===== src/rtl/io_bus_pkg.sv =====
// Shared definitions for the IO bus responder: register addresses, debug display
// source encodings and the hex-to-seven-segment decoder.
package io_bus_pkg;

  localparam logic [7:0] ADDR_LED     = 8'h00;
  localparam logic [7:0] ADDR_STATUS  = 8'h04;
  localparam logic [7:0] ADDR_IN_DATA = 8'h08;
  localparam logic [7:0] ADDR_SEG     = 8'h0C;

  typedef enum logic [1:0] {
    DbgPc  = 2'd0,
    DbgRf  = 2'd1,
    DbgMem = 2'd2,
    DbgSeg = 2'd3
  } dbg_sel_e;

  // Segment order {g,f,e,d,c,b,a}, active-low.
  function automatic logic [6:0] hex_to_seg(input logic [3:0] nib);
    logic [6:0] s;
    case (nib)
      4'h0:    s = 7'b1000000;
      4'h1:    s = 7'b1111001;
      4'h2:    s = 7'b0100100;
      4'h3:    s = 7'b0110000;
      4'h4:    s = 7'b0011001;
      4'h5:    s = 7'b0010010;
      4'h6:    s = 7'b0000010;
      4'h7:    s = 7'b1111000;
      4'h8:    s = 7'b0000000;
      4'h9:    s = 7'b0010000;
      4'hA:    s = 7'b0001000;
      4'hB:    s = 7'b0000011;
      4'hC:    s = 7'b1000110;
      4'hD:    s = 7'b0100001;
      4'hE:    s = 7'b0000110;
      default: s = 7'b0001110;
    endcase
    return s;
  endfunction

endpackage


===== src/rtl/btn_debounce.sv =====
// Pushbutton conditioner: 2-flop synchroniser, debounce counter, stable level and a
// one-cycle press pulse on each accepted rising edge.
module btn_debounce #(
  parameter int unsigned DEBOUNCE_CYC = 1_000_000
) (
  input  logic clk,
  input  logic rst,
  input  logic btn,
  output logic press
);

  localparam int unsigned CNT_W = $clog2(DEBOUNCE_CYC);
  localparam logic [CNT_W-1:0] CNT_LAST = CNT_W'(DEBOUNCE_CYC - 1);

  logic             meta_q, sync_q, stable_q, press_q;
  logic [CNT_W-1:0] cnt_q;

  // The counter only advances while the synced level disagrees with the accepted one,
  // so any bounce back to the old level restarts the window.
  always_ff @(posedge clk) begin
    if (rst) begin
      meta_q   <= 1'b0;
      sync_q   <= 1'b0;
      stable_q <= 1'b0;
      press_q  <= 1'b0;
      cnt_q    <= '0;
    end else begin
      meta_q  <= btn;
      sync_q  <= meta_q;
      press_q <= 1'b0;
      if (sync_q == stable_q) begin
        cnt_q <= '0;
      end else if (cnt_q == CNT_LAST) begin
        cnt_q    <= '0;
        stable_q <= sync_q;
        press_q  <= sync_q;
      end else begin
        cnt_q <= cnt_q + CNT_W'(1);
      end
    end
  end

  assign press = press_q;

endmodule


===== src/rtl/io_bus_pdu.sv =====
// Memory-mapped IO responder: LED and seven-segment registers, debounced switch sampling
// with a valid/ack handshake, and a multiplexed display scan. Option: DBG_VIEW_EN.
module io_bus_pdu
  import io_bus_pkg::*;
#(
  parameter int unsigned DEBOUNCE_CYC = 1_000_000,
  parameter int unsigned SCAN_DIV     = 100_000
) (
  input  logic        clk,
  input  logic        rst,
  input  logic [7:0]  io_addr,
  input  logic [31:0] io_dout,
  input  logic        io_we,
  output logic [31:0] io_din,
  input  logic        btn,
  input  logic [15:0] sw,
  output logic [7:0]  led,
  output logic [7:0]  an,
  output logic [6:0]  seg
`ifdef DBG_VIEW_EN
  ,
  input  logic        dbg_mode,
  input  logic [1:0]  dbg_sel,
  output logic [7:0]  m_rf_addr,
  input  logic [31:0] rf_data,
  input  logic [31:0] m_data,
  input  logic [31:0] pc
`endif
);

  localparam int unsigned SCAN_W = $clog2(SCAN_DIV);
  localparam logic [SCAN_W-1:0] SCAN_LAST = SCAN_W'(SCAN_DIV - 1);

  logic [15:0]       sw_meta_q, sw_sync_q, sw_latched_q;
  logic [7:0]        led_q;
  logic [31:0]       seg_data_q;
  logic              in_valid_q;
  logic [SCAN_W-1:0] scan_q;
  logic [2:0]        digit_q;
  logic              press, ack;
  logic [31:0]       disp;

  btn_debounce #(
    .DEBOUNCE_CYC(DEBOUNCE_CYC)
  ) u_btn_debounce (
    .clk  (clk),
    .rst  (rst),
    .btn  (btn),
    .press(press)
  );

  assign ack = io_we && (io_addr == ADDR_STATUS);

  always_ff @(posedge clk) begin
    if (rst) begin
      sw_meta_q    <= '0;
      sw_sync_q    <= '0;
      sw_latched_q <= '0;
      led_q        <= '0;
      seg_data_q   <= '0;
      in_valid_q   <= 1'b0;
      scan_q       <= '0;
      digit_q      <= '0;
    end else begin
      sw_meta_q <= sw;
      sw_sync_q <= sw_meta_q;
      if (io_we && (io_addr == ADDR_LED)) led_q <= io_dout[7:0];
      if (io_we && (io_addr == ADDR_SEG)) seg_data_q <= io_dout;
      // A fresh sample beats a simultaneous ack so it is never lost.
      if (press) begin
        in_valid_q   <= 1'b1;
        sw_latched_q <= sw_sync_q;
      end else if (ack) begin
        in_valid_q <= 1'b0;
      end
      if (scan_q == SCAN_LAST) begin
        scan_q  <= '0;
        digit_q <= digit_q + 3'd1;
      end else begin
        scan_q <= scan_q + SCAN_W'(1);
      end
    end
  end

  always_comb begin
    io_din = '0;
    case (io_addr)
      ADDR_LED:     io_din = {24'b0, led_q};
      ADDR_STATUS:  io_din = {31'b0, in_valid_q};
      ADDR_IN_DATA: io_din = {16'b0, sw_latched_q};
      ADDR_SEG:     io_din = seg_data_q;
      default:      io_din = '0;
    endcase
  end

  always_comb begin
    disp = seg_data_q;
`ifdef DBG_VIEW_EN
    if (dbg_mode) begin
      case (dbg_sel_e'(dbg_sel))
        DbgPc:   disp = pc;
        DbgRf:   disp = rf_data;
        DbgMem:  disp = m_data;
        default: disp = seg_data_q;
      endcase
    end
`endif
  end

`ifdef DBG_VIEW_EN
  assign m_rf_addr = sw_sync_q[7:0];
`endif

  assign led = led_q;
  assign an  = ~(8'b1 << digit_q);
  assign seg = hex_to_seg(disp[{digit_q, 2'b00} +: 4]);

endmodule


===== config.mk =====
export PLATFORM = sky130hd
export DESIGN_NAME = io_bus_pdu
export DESIGN_NICKNAME = d
export VERILOG_FILES = /design/src/rtl/io_bus_pkg.sv /design/src/rtl/btn_debounce.sv /design/src/rtl/io_bus_pdu.sv
export SDC_FILE = /design/constraint.sdc
export NUM_CORES = 1
export LEC_CHECK = 0
export ABC_AREA = 1
export CAP_MARGIN = 20
export CORE_MARGIN = 3
export CORE_UTILIZATION = 50
export CTS_CLUSTER_DIAMETER = 120
export DETAILED_ROUTE_END_ITERATION = 12
export GPL_TIMING_DRIVEN = 0
export PLACE_DENSITY = 0.82
export SETUP_SLACK_MARGIN = 0.2
export SKIP_LAST_GASP = 1
export SYNTH_ARGS = -nofsm -noshare
export SYNTH_HDL_FRONTEND = slang
export SYNTH_SLANG_ARGS = --single-unit

===== constraint.sdc =====
create_clock -name clk -period 4.5 [get_ports clk]
set_input_delay 1.35 -clock clk [delete_from_list [all_inputs] [get_ports clk]]
set_output_delay 1.35 -clock clk [all_outputs]
set_load 0.05 [all_outputs]

Word-level counts from Yosys, hierarchy flattened

Memories as Yosys holds them, arrays and structs flattened.
Cells that the tools add are included.

Reduce and logical (&&, ||, !) cells: 9
Multipliers: 0
Add/sub/neg operators: 3
Div/mod/pow operators: 0
Bitwise gates (word level): 3
Eq/ne operators: 6
Mux-type cells: 3
$lt $le $gt $ge: 0
Shift-type cells: 2

Operators with widths:

| operator              | count |
|---|---|
| $pmux 32 s4           | 1 |
| $shiftx 32x6->4       | 1 |
| $add 20x1->20 const B | 1 |
| $eq 20x20->1 const B  | 1 |
| $add 17x1->17 const B | 1 |
| $eq 17x17->1 const B  | 1 |
| $eq 8x4->1 const B    | 2 |
| $eq 8x3->1 const B    | 1 |
| $logic_not 8->1       | 1 |
| $not 8->8             | 1 |
| $shl 1x3->8 const A   | 1 |
| $reduce_or 3->1       | 2 |
| $add 3x1->3 const B   | 1 |
| $logic_and 1x1->1     | 3 |
| $mux 1                | 2 |
| $not 1->1             | 2 |
| $reduce_and 2->1      | 1 |
| $reduce_bool 2->1     | 1 |
| $reduce_or 2->1       | 1 |
| $eq 1x1->1            | 1 |

Input bits: 60
Flip-flop bits (word level): 133
Memories: 1
RAM bits: 0
ROM bits: 112
Bits in latches: 0

Memory list:

| name             | words | width | rd ports | clocked after memory_dff | write ports | line             | text |
|---|---|---|---|---|---|---|---|
| (name not given) | 16    | 7     | 1        | 0                        | 0           | io_bus_pkg.sv:20 | `case (nib)` |

Logic depth before layout (Yosys ltp)

Word-level depth: 4
Gate-level depth with buffers: 13

Modules after synthesis

From an unflattened synthesis, not the netlist that was laid out.

Cells, all modules: 900
Area, all modules: 6251.0 um^2

By module, submodules not included:

| module       | cells each | area each (um^2) | times used | sequential area each (um^2) |
|---|---|---|---|---|
| io_bus_pdu   | 727        | 5023.6           | 1          | 2182.1 |
| btn_debounce | 173        | 1227.4           | 1          | 480.5 |

Least setup slack after synthesis

Ideal clock, no wire load.

Path kind: input -> output
From: input port io_addr[1]
To: output port io_din[10]
Slack: 0.106 ns
Data arrival time: 3.044 ns
Cell stages on the path: 6
Cell sequence: nor2_1 nand2_1 nor3_2 inv_1 buf_2 o21ai_0

Word-level cells in the longest chain between the ends: 2
Elaborated cells on any way between the ends: 5
Those cells by class: eq/ne (3); mux (1); reduce/logical (1)

Ends and longest elaborated chain:

| what                               | line             | text |
|---|---|---|
| start, declared                    | io_bus_pdu.sv:11 | `input logic [7:0] io_addr,` |
| $eq 8x4->1 (tied with other cells) | io_bus_pdu.sv:87 | `case (io_addr)` |
| $pmux 32 s4 (*)                    | io_bus_pdu.sv:87 |  |
| end, declared                      | io_bus_pdu.sv:14 | `output logic [31:0] io_din,` |

Mark *: on every way between the ends. The rest lies on a longest branch, timed or not.

Worst setup path in the final report

From: input port io_addr[3]
To: output port io_din[7]

The elaborated chain is that of the path after synthesis.

==> results.sh <==
export IMPL_syn_cell_area_mm2=0.006027
export IMPL_syn_num_nets=922
export IMPL_grt_pass1_vias=5350
export IMPL_crit_required_ns=3.15
export IMPL_clkLatencyLatePin_ns=0.42
export IMPL_dp_slack_ns=-0.5957
export IMPL_drtPass1Iterations=6
export IMPL_grtUsageTotal_pct=22.79
export IMPL_period_needed_ns=4.267
export IMPL_clock_sinks=133
export IMPL_finalSetupViolCount=0
export IMPL_worstSetupEndpointType="primary output"
export IMPL_viasPerCell=5.050
export IMPL_drc_errors=0
export IMPL_dr_wl_met2_mm=7.161
export IMPL_whs_path_depth=2
export IMPL_yosysMostFrequentCell="nor2_1"
export IMPL_startpoint_type="primary input"
export IMPL_power_internal_uw=2190
export IMPL_chipWidth_um=115.8
export IMPL_post_synth_inst_count=849
export IMPL_outcome="finished, final reports clean"
export IMPL_power_frac_clock_pct=52.5
export IMPL_start_util_pct=51.90
export IMPL_drtAntennaViolNets=0
export IMPL_p_leak_uw=0.003434
export IMPL_routed_top_layer="met4"
export IMPL_dieArea_mm2=0.01341
export IMPL_synth_seq_cells=133
export IMPL_htreeDepth=4
export IMPL_slew_headroom_pct=59.05
export IMPL_synth_top_area_share_pct=44.18
export IMPL_antenna_found_initial=0
export IMPL_p_sw_uw=586.2
export IMPL_worstSetupPathType="primary input to primary output"
export IMPL_setup_ws_ns=0.2325
export IMPL_drive_gt1_share_pct=12.60
export IMPL_cts_max_path_buffers=2
export IMPL_synth_area_leader_cell="dfxtp_1"
export IMPL_ys_top_cells_by_count="nor2_1 (166), nand2_1 (142), dfxtp_1 (133), inv_1 (103), nand3_1 (65)"
export IMPL_hold_viol=0
export IMPL_yosys_warnings=0
export IMPL_wirelength_met1_mm=6.439
export IMPL_drv_cap=0
export IMPL_antenna_cells=0
export IMPL_cts_root_buf="clkbuf_16"
export IMPL_p_seq_share_pct=43.3
export IMPL_swShare_pct=21.11
export IMPL_critPathMaxFanout=5
export IMPL_fmax_mhz=234.3
export IMPL_period_share_pct=94.83
export IMPL_gp_congestion=0.9265
export IMPL_wl_met3_mm=1.153
export IMPL_dr_first_iter_drc_count=562
export IMPL_synth_distinct_cells=34
export IMPL_fin_setup_tns_ns=0
export IMPL_numCtsBuffers=17
export IMPL_hold_start="sw_meta_q[12]"
export IMPL_skew_ns=0.008978
export IMPL_fillers=948
export IMPL_holdWs_ns=0.4000
export IMPL_syn_to_final_growth_pct=33.03
export IMPL_arrival_ns=2.92
export IMPL_finalMaxSlewViolations=0
export IMPL_dpl_cell_count=1106
export IMPL_core_mm2=0.01161
export IMPL_ir_worst_vdd_mv=0.3357
export IMPL_critical_path_startpoint="io_addr[3]"
export IMPL_rows=39
export IMPL_ys_flop_type="dfxtp_1"
export IMPL_port_buffers=114
export IMPL_rr_worst_depth=9
export IMPL_power_density_mw_per_mm2=346.3
export IMPL_synth_edf_count=0
export IMPL_synth_yosys_seq_area_share_pct=44.18
export IMPL_avgSynthCellArea_um2=7.099
export IMPL_grt_max_degree=17
export IMPL_grt_pass1_wl_mm=24.43
export IMPL_cts_hold_buffers=0
export IMPL_die_h_um=115.8
export IMPL_synth_async_reset_ratio_pct=0
export IMPL_io_pins=115
export IMPL_wl_per_cell_um=13.27
export IMPL_tightest_slew_ns=0.6143
export IMPL_wirelength_mm=15.17
export IMPL_rsz0062_at_grt="false"
export IMPL_grt_overflow=0
export IMPL_path_clk_slew_ns=0.06
export IMPL_cts_tree="yes"
export IMPL_final_nets=1060
export IMPL_hpwlAfterDp_mm=10.94
export IMPL_pwr_share_comb_pct=4.2
export IMPL_num_vias=5772
export IMPL_hp_class="register to register"
export IMPL_r2r_start="u_btn_debounce.cnt_q[0]"
export IMPL_finalNonFillerCells=1143
export IMPL_synth_area_leaders="dfxtp_1 (44%), nor2_1 (10%), nand2_1 (8.8%)"
[cells in the final DEF (no fill, tap or decap), drive strengths merged]
master	netlist	routed
a21oi	45	45
and2	1	1
and3	1	1
buf	16	52
bufinv	0	4
clkbuf	17	36
clkdlybuf4s15	0	2
clkdlybuf4s50	0	68
clkinv	1	7
clkinvlp	0	1
dfxtp	133	133
dlygate4sd2	0	7
dlymetal6s2s	0	5
ha	13	13
inv	111	114
nand2	148	148
nand3	68	68
nand3b	2	2
nand4	8	8
nor2	172	172
nor3	15	15
o211ai	10	10
o21ai	68	68
o21bai	1	1
or2	5	5
xnor2	4	4
xor2	10	10
[cells by family (layout without fill, tap and decap cells)]
| kind of cell | count (synthesis) | in the layout | synth area share [%] |
|---|---|---|---|
| AO/OA/AOI/OAI | 124 | 124 | 10.90 |
| buffers and inverters | 145 | 296 | 9.944 |
| XOR/XNOR | 14 | 14 | 2.034 |
| flip-flops | 133 | 133 | 44.18 |
| adder cells (fa/ha/maj) | 13 | 13 | 2.699 |
| AND/OR/NAND/NOR | 420 | 420 | 30.25 |
[per-stage QoR]
step	util [%]	area [µm²]	power, µW
2_1_floorplan	-	6027	1270
3_3_place_gp	63.26	7347	1340
3_5_place_dp	63.26	7347	1342
4_1_cts	68.06	7904	2793
5_1_grt	69.04	8018	2859
6_report	69.04	8018	2776
[area by class of cell]
cell class | instances | area, µm² | share of cell area, %
Inverter | 112 | 422.9 | 5.275
Buffer | 33 | 197.7 | 2.466
Clock buffer | 18 | 429.2 | 5.353
Timing Repair Buffer | 119 | 1125 | 14.03
Tap cell | 143 | 178.9 | 2.232
Sequential cell | 133 | 2663 | 33.21
Multi-Input combinational cell | 571 | 2803 | 34.96
Clock inverter | 14 | 198.9 | 2.481
[power by group through the flow]
stage / Clock (µW) / Sequential [µW] / Combinational [µW]
final: 1460 / 1200 / 117
after global routing: 1530 / 1200 / 129
after CTS: 1480 / 1200 / 115
after detailed placement: 0 / 1230 / 114
after global placement: 0 / 1230 / 114
after floorplan: 0 / 1230 / 44.5
[worst max-delay path, cell delays in order]
cell	delay, ns
clkdlybuf4s50_1	0.52
inv_1	0.12
nor3_4	0.20
inv_2	0.11
buf_8	0.15
o211ai_1	0.22
buf_4	0.25
[routing by layer]
metal  track usage, %  vias to the layer above
met5                0                        -
met4            9.126                        0
met2            38.01                      223
met1            28.08                     2556
met3            6.057                       32
li1                 -                     2961
[state kept, by name, summed over array words and instances, names as in the netlist]
register and cells:
led 8, u_btn_debounce.sync_q 1, u_btn_debounce.meta_q 1, u_btn_debounce.stable_q 1, in_valid_q 1, sw_latched_q 16
digit_q 3, disp 32, u_btn_debounce.cnt_q 20, u_btn_debounce.press 1, scan_q 17, sw_meta_q 16
sw_sync_q 16
[worst paths after layout]
| check | endpoint | slack, ns |
|---|---|---|
| worst max-delay path | io_din[7] | 0.23 |
| worst min-delay path | sw_sync_q[12] | 0.40 |
| worst min register to register | sw_sync_q[12] | 0.40 |
| worst max register to register | u_btn_debounce.cnt_q[5] | 2.90 |
[repair_timing]
action,CTS,global route
gates resized for setup,216,28
buffers inserted,0,4
pin swaps,3,6
endpoints found under the setup margin,38,26
gates cloned,0,1
Power figures use the tool's default switching activity.
